===== src/rtl/alu_instr_encoder.sv =====
// ALU request to MIPS32 instruction word encoder with valid/ready on both sides.
// ALU_ENC_EXPAND_EN enables the two-word SUBU/NOR immediate expansion via AT_REG.
module alu_instr_encoder #(
  parameter logic [4:0] AT_REG = 5'd1
) (
  input  logic        clk,
  input  logic        rst_n,
  input  logic        in_valid,
  output logic        in_ready,
  input  logic [3:0]  in_aluop,
  input  logic [4:0]  in_rd,
  input  logic [4:0]  in_rs,
  input  logic [4:0]  in_rt,
  input  logic [15:0] in_imm,
  input  logic        in_use_imm,
  output logic        out_valid,
  input  logic        out_ready,
  output logic [31:0] out_instr,
  output logic        out_last,
  output logic        err
);

  localparam logic [3:0] ALU_ADDU = 4'd0;
  localparam logic [3:0] ALU_SUBU = 4'd1;
  localparam logic [3:0] ALU_AND  = 4'd2;
  localparam logic [3:0] ALU_OR   = 4'd3;
  localparam logic [3:0] ALU_XOR  = 4'd4;
  localparam logic [3:0] ALU_NOR  = 4'd5;
  localparam logic [3:0] ALU_SLT  = 4'd6;
  localparam logic [3:0] ALU_SLTU = 4'd7;
  localparam logic [3:0] ALU_SLL  = 4'd8;
  localparam logic [3:0] ALU_SRL  = 4'd9;
  localparam logic [3:0] ALU_SRA  = 4'd10;
  localparam logic [3:0] ALU_LUI  = 4'd11;

  localparam logic [5:0] OP_SPECIAL = 6'h00;
  localparam logic [5:0] OP_ADDIU   = 6'h09;
  localparam logic [5:0] OP_SLTI    = 6'h0a;
  localparam logic [5:0] OP_SLTIU   = 6'h0b;
  localparam logic [5:0] OP_ANDI    = 6'h0c;
  localparam logic [5:0] OP_ORI     = 6'h0d;
  localparam logic [5:0] OP_XORI    = 6'h0e;
  localparam logic [5:0] OP_LUI     = 6'h0f;

  localparam logic [5:0] F_SLL  = 6'h00;
  localparam logic [5:0] F_SRL  = 6'h02;
  localparam logic [5:0] F_SRA  = 6'h03;
  localparam logic [5:0] F_SLLV = 6'h04;
  localparam logic [5:0] F_SRLV = 6'h06;
  localparam logic [5:0] F_SRAV = 6'h07;
  localparam logic [5:0] F_ADDU = 6'h21;
  localparam logic [5:0] F_SUBU = 6'h23;
  localparam logic [5:0] F_AND  = 6'h24;
  localparam logic [5:0] F_OR   = 6'h25;
  localparam logic [5:0] F_XOR  = 6'h26;
  localparam logic [5:0] F_NOR  = 6'h27;
  localparam logic [5:0] F_SLT  = 6'h2a;
  localparam logic [5:0] F_SLTU = 6'h2b;

`ifdef ALU_ENC_EXPAND_EN
  typedef enum logic [1:0] {
    S_IDLE, S_EMIT0, S_EMIT1, S_ERR
  } state_t;
`else
  typedef enum logic [1:0] {
    S_IDLE, S_EMIT0, S_ERR
  } state_t;
`endif

  state_t      state_q, state_d;
  logic [31:0] instr_q, instr_d;
  logic        enc_ok;
  logic [31:0] enc_w0;
  logic [5:0]  funct;
  logic        accept;
`ifdef ALU_ENC_EXPAND_EN
  logic [31:0] enc_w1;
  logic        enc_exp;
  logic [31:0] w1_q, w1_d;
  logic        last_q, last_d;
`endif

`ifdef ALU_ENC_EXPAND_EN
  assign out_valid = (state_q == S_EMIT0) |
                     (state_q == S_EMIT1);
  assign out_last  = last_q;
`else
  assign out_valid = (state_q == S_EMIT0);
  assign out_last  = 1'b1;
`endif
  assign out_instr = instr_q;
  assign err       = (state_q == S_ERR);
  assign in_ready  = !out_valid | (out_ready & out_last);
  assign accept    = in_valid & in_ready;

  // Translate the abstract request into word0 (and word1 when expanding).
  always_comb begin
    enc_ok  = 1'b1;
    enc_w0  = '0;
    funct   = F_SLL;
`ifdef ALU_ENC_EXPAND_EN
    enc_w1  = '0;
    enc_exp = 1'b0;
`endif
    if (!in_use_imm) begin
      case (in_aluop)
        ALU_ADDU: funct = F_ADDU;
        ALU_SUBU: funct = F_SUBU;
        ALU_AND:  funct = F_AND;
        ALU_OR:   funct = F_OR;
        ALU_XOR:  funct = F_XOR;
        ALU_NOR:  funct = F_NOR;
        ALU_SLT:  funct = F_SLT;
        ALU_SLTU: funct = F_SLTU;
        ALU_SLL:  funct = F_SLLV;
        ALU_SRL:  funct = F_SRLV;
        ALU_SRA:  funct = F_SRAV;
        default:  enc_ok = 1'b0;
      endcase
      enc_w0 = {OP_SPECIAL, in_rs, in_rt,
                in_rd, 5'd0, funct};
    end else begin
      case (in_aluop)
        ALU_ADDU: enc_w0 = {OP_ADDIU, in_rs, in_rd, in_imm};
        ALU_AND:  enc_w0 = {OP_ANDI, in_rs, in_rd, in_imm};
        ALU_OR:   enc_w0 = {OP_ORI, in_rs, in_rd, in_imm};
        ALU_XOR:  enc_w0 = {OP_XORI, in_rs, in_rd, in_imm};
        ALU_SLT:  enc_w0 = {OP_SLTI, in_rs, in_rd, in_imm};
        ALU_SLTU: enc_w0 = {OP_SLTIU, in_rs, in_rd, in_imm};
        ALU_LUI:  enc_w0 = {OP_LUI, 5'd0, in_rd, in_imm};
        ALU_SLL, ALU_SRL, ALU_SRA: begin
          if (in_aluop == ALU_SLL)      funct = F_SLL;
          else if (in_aluop == ALU_SRL) funct = F_SRL;
          else                          funct = F_SRA;
          enc_ok = (in_imm[15:5] == 11'd0);
          enc_w0 = {OP_SPECIAL, 5'd0, in_rt, in_rd,
                    in_imm[4:0], funct};
        end
`ifdef ALU_ENC_EXPAND_EN
        ALU_SUBU, ALU_NOR: begin
          funct   = (in_aluop == ALU_SUBU) ? F_SUBU : F_NOR;
          enc_ok  = (in_rs != AT_REG);
          enc_exp = 1'b1;
          enc_w0  = {OP_ORI, 5'd0, AT_REG, in_imm};
          enc_w1  = {OP_SPECIAL, in_rs, AT_REG,
                     in_rd, 5'd0, funct};
        end
`endif
        default: enc_ok = 1'b0;
      endcase
    end
  end

  // Next state: second word first, then new accept, then drain to idle.
  always_comb begin
    state_d = state_q;
    instr_d = instr_q;
`ifdef ALU_ENC_EXPAND_EN
    w1_d    = w1_q;
    last_d  = last_q;
    if (state_q == S_EMIT0 && out_ready && !last_q) begin
      state_d = S_EMIT1;
      instr_d = w1_q;
      last_d  = 1'b1;
    end else
`endif
    if (accept) begin
      if (enc_ok) begin
        state_d = S_EMIT0;
        instr_d = enc_w0;
`ifdef ALU_ENC_EXPAND_EN
        last_d  = !enc_exp;
        w1_d    = enc_w1;
`endif
      end else begin
        state_d = S_ERR;
      end
    end else if (state_q == S_ERR ||
                 (out_valid && out_ready)) begin
      state_d = S_IDLE;
    end
  end

  // State and output word registers.
  always_ff @(posedge clk or negedge rst_n) begin
    if (!rst_n) begin
      state_q <= S_IDLE;
      instr_q <= '0;
`ifdef ALU_ENC_EXPAND_EN
      w1_q    <= '0;
      last_q  <= 1'b0;
`endif
    end else begin
      state_q <= state_d;
      instr_q <= instr_d;
`ifdef ALU_ENC_EXPAND_EN
      w1_q    <= w1_d;
      last_q  <= last_d;
`endif
    end
  end

endmodule


===== config.mk =====
export PLATFORM = sky130hd
export DESIGN_NAME = alu_instr_encoder
export DESIGN_NICKNAME = d
export VERILOG_FILES = /design/src/rtl/alu_instr_encoder.sv
export SDC_FILE = /design/constraint.sdc
export NUM_CORES = 1
export LEC_CHECK = 0
export CAP_MARGIN = 20
export CORE_UTILIZATION = 43
export DETAILED_ROUTE_END_ITERATION = 10
export GPL_TIMING_DRIVEN = 1
export PLACE_DENSITY_LB_ADDON = 0.3
export REMOVE_ABC_BUFFERS = 1
export SLEW_MARGIN = 40
export SYNTH_ARGS = -nofsm -noshare
export SYNTH_HDL_FRONTEND = slang
export SYNTH_SLANG_ARGS = --single-unit

===== constraint.sdc =====
create_clock -name clk -period 2.1 [get_ports clk]
set_clock_uncertainty 0.2 [all_clocks]
set_input_delay 0.21 -clock clk [delete_from_list [all_inputs] [get_ports clk]]
set_output_delay 0.21 -clock clk [all_outputs]
set_load 0.02 [all_outputs]

==> impl_metrics.yaml <==
outcome:
  status: "completed"
finish:
  antenna_cells: 0
  area_growth_pct: 61.4
  multiInputGateArea_um2: 986
  fill_cells: 299
  num-nets-final: 318
  final_layout_size_suffix_gt1_share_pct: 20.9
  final_cell_area_mm2: 0.00295
  fin_cells: 328
  utilization_pct: 73.3
  seq_area_um2: 801
place:
  place.port_buffers: 72
  dp_hpwl_mm: 3.50
  dp_cells: 318
  placed_area_mm2: 0.00275
  place_congestion: 0.862
power_and_ir_drop:
  power.total_mw: 2.19
  power.density_mw_per_mm2: 740
  leakagePower_nw: 1.35
  irDropWorstVdd_mv: 0.477
timing:
  post-route-min-period_ns: 2.04
  finalSetupViolCount: 0
  rsz0062_at_grt: "false"
  drv_slew: 0
  max_freq_ghz: 0.490
  tns_ns: 0
  fin_crit_sh_pct: 97.1
  finalHoldViolCount: 0
floorplan:
  io_pins: 76
  core_area_mm2: 0.00403
  chipWidth_um: 67.2
  fp-row-count: 23
  die_y_um: 67.2
  dieArea_mm2: 0.00452
  initial_core_util_pct: 45.4
clocking:
  clock_path_buffers: 2
  cts_made_buffers: 5
  clk_latency_ns: 0.28
  cts_max_level: 2
  clk_pin_slew_ns: 0.07
  clockRootBuffer: "clkbuf_8"
  cts_tree: "done"
  clock_sink_count: 32
  hold_buffers: 0
synth:
  synth-main-ff-cell: "dfrtp_1"
  yosys.area_share.simple_pct: 12.9
  synth_enable_flop_cells: 0
  muxShareOfSynthArea_pct: 17.3
  synthXorXnorAreaFrac_pct: 0
  ys_top_cells_by_count: "dfrtp_1 (32), mux2_1 (21), a22o_1 (16)"
  syn_avg_cell_area_um2: 10.1
  syn-instance-count: 182
  yosys.area_share.adder_pct: 0
  synth_top_area_cell: "dfrtp_1"
  async_flop_share_pct: 100
  synth.top_cells.by_area: "dfrtp_1 (44%), mux2_1 (13%), a22o_1 (7.7%)"
  synthesis.area_mm2: 0.00183
  synthDistinctLibCells: 35
  synth_compound_area_share_pct: 18.1
  ys_seq_elements: 32
  synth_top_area_share_pct: 43.8
  synth_warnings: 0
  synth_top_family_by_area: "compound AO/OA/AOI/OAI gates"
  synth_most_common_cell: "dfrtp_1"
  yosysSeqAreaShare_pct: 43.8
setup_path:
  critPathKind: "in -> reg"
  cp_slowest_cell: "or4_4"
  cp_max_fo: 8
  path_cells: "clkdlybuf4s15_1 -> or4_4 -> nor2_4 -> a311oi_4 -> nor3_4 -> buf_6 -> mux2_4"
  critPathBufInv: 2
  start_kind: "primary input"
  slowest_delay_ns: 0.50
  end_kind: "register"
  required_ns: 2.07
  cp_top_family: "simple AND/OR/NAND/NOR gates"
  critPathArrivalTime_ns: 2.01
routing:
  wirelength_mm: 4.86
  routed_via_density: 5.30
  drc: 0
  vias: 1737
  avgRoutedWirePerCell_um: 14.8
  ant_nets: 0
  dr.pass1.iters: 5
  dr.first_iter.drc_count: 111
global_routing:
  grt_pass1_vias: 1691
  grt-ovfl-total: 0
  antenna_found_initial: 0
  grt_pass1_wl_mm: 7.49
  grt_max_degree: 33
  grt.total_usage_pct: 22.4
job:
  drv_cap: 0
worst_hold_path:
  hold_path.class: "in -> reg"
-- flip-flops by register name (all words and copies together) (netlist names) --
signal and count:
out_instr 30, state_q 2
-- final cells by class --
type | count | share of cell area [%]
Sequential cell | 32 | 27.1
Timing Repair Buffer | 103 | 33.2
Inverter | 12 | 1.53
Tap cell | 50 | 2.12
Multi-Input combinational cell | 124 | 33.4
Clock buffer | 6 | 2.46
Clock inverter | 1 | 0.169
-- worst paths after layout --
kind / startpoint / endpoint / slack (ns) / depth (start not counted)
setup / recovery: in_imm[12] / out_instr[14]$_DFFE_PN0P_ / 0.06 / 7
hold / removal: in_imm[13] / out_instr[13]$_DFFE_PN0P_ / 0.11 / 3
setup reg to reg: state_q[1]$_DFFE_PN0P_ / out_instr[11]$_DFFE_PN0P_ / 0.15 / 5
hold reg to reg: out_instr[0]$_DFFE_PN0P_ / out_instr[0]$_DFFE_PN0P_ / 0.29 / 1
max in group asynchronous: rst_n / out_instr[0]$_DFFE_PN0P_ / 1.27 / 2
min in group asynchronous: rst_n / out_instr[7]$_DFFE_PN0P_ / 0.12 / 2
-- tightest hold or removal path, cell delays in order --
cell and delay [ns]:
clkbuf_2 0.10, a22o_1 0.13, mux2_1 0.12
-- metrics by stage --
step | setup WS [ns] | hold slack, ns
5_1_grt | 0.000497 | 0.137
3_3_place_gp | -0.485 | 0.267
6_report | 0.0606 | 0.110
2_1_floorplan | -0.527 | -0.286
3_5_place_dp | -0.519 | 0.277
4_1_cts | -0.0438 | 0.137
-- cell usage in the layout (no fill, tap or decap), types with 2 or more instances in the layout --
| master | instances |
|---|---|
| buf_6 | 7 |
| clkdlybuf4s15_1 | 2 |
| nand2_1 | 15 |
| or4_4 | 2 |
| nor2b_1 | 5 |
| and2_1 | 2 |
| dlygate4sd2_1 | 3 |
| a21oi_4 | 2 |
| inv_1 | 12 |
| mux2i_1 | 8 |
| clkbuf_8 | 5 |
| nand2b_1 | 2 |
| o211ai_1 | 2 |
| o21ai_0 | 9 |
| a22o_1 | 16 |
| conb_1 | 3 |
| nor2_1 | 8 |
| mux2_4 | 8 |
| dfrtp_1 | 32 |
| a21oi_1 | 8 |
| nor3_1 | 3 |
| buf_4 | 23 |
| mux2_1 | 13 |
| o2bb2ai_1 | 2 |
| dlymetal6s2s_1 | 3 |
| clkdlybuf4s50_1 | 61 |
| clkbuf_2 | 3 |
-- report_power, final --
group          internal, mW  switching, mW  total (mW)
Clock                 0.225          0.216       0.441
Combinational         0.498          0.426       0.924
Sequential            0.749         0.0719       0.821
-- cells by family (layout without fill, tap and decap cells) --
| group | Yosys count | count (layout) |
|---|---|---|
| flops | 32 | 32 |
| other cells | 2 | 3 |
| simple gates | 46 | 46 |
| compound gates | 46 | 46 |
| mux | 29 | 29 |
| buf+inv | 27 | 122 |
-- metal layers --
layer	track usage, %	share of wire, %
met1	27.5	44
met2	36.0	48
met3	5.57	6.4
met4	11.7	1.6
met5	0	0
-- repair_timing --
action / in CTS / in global routing
endpoints found under the hold margin: 0 / 0
endpoints found under the setup margin: 30 / 26
pin swaps: 5 / 6
gates resized for setup: 10 / 35
buffers inserted: 1 / 2
Note: power is estimated with default switching activity, not from simulation.
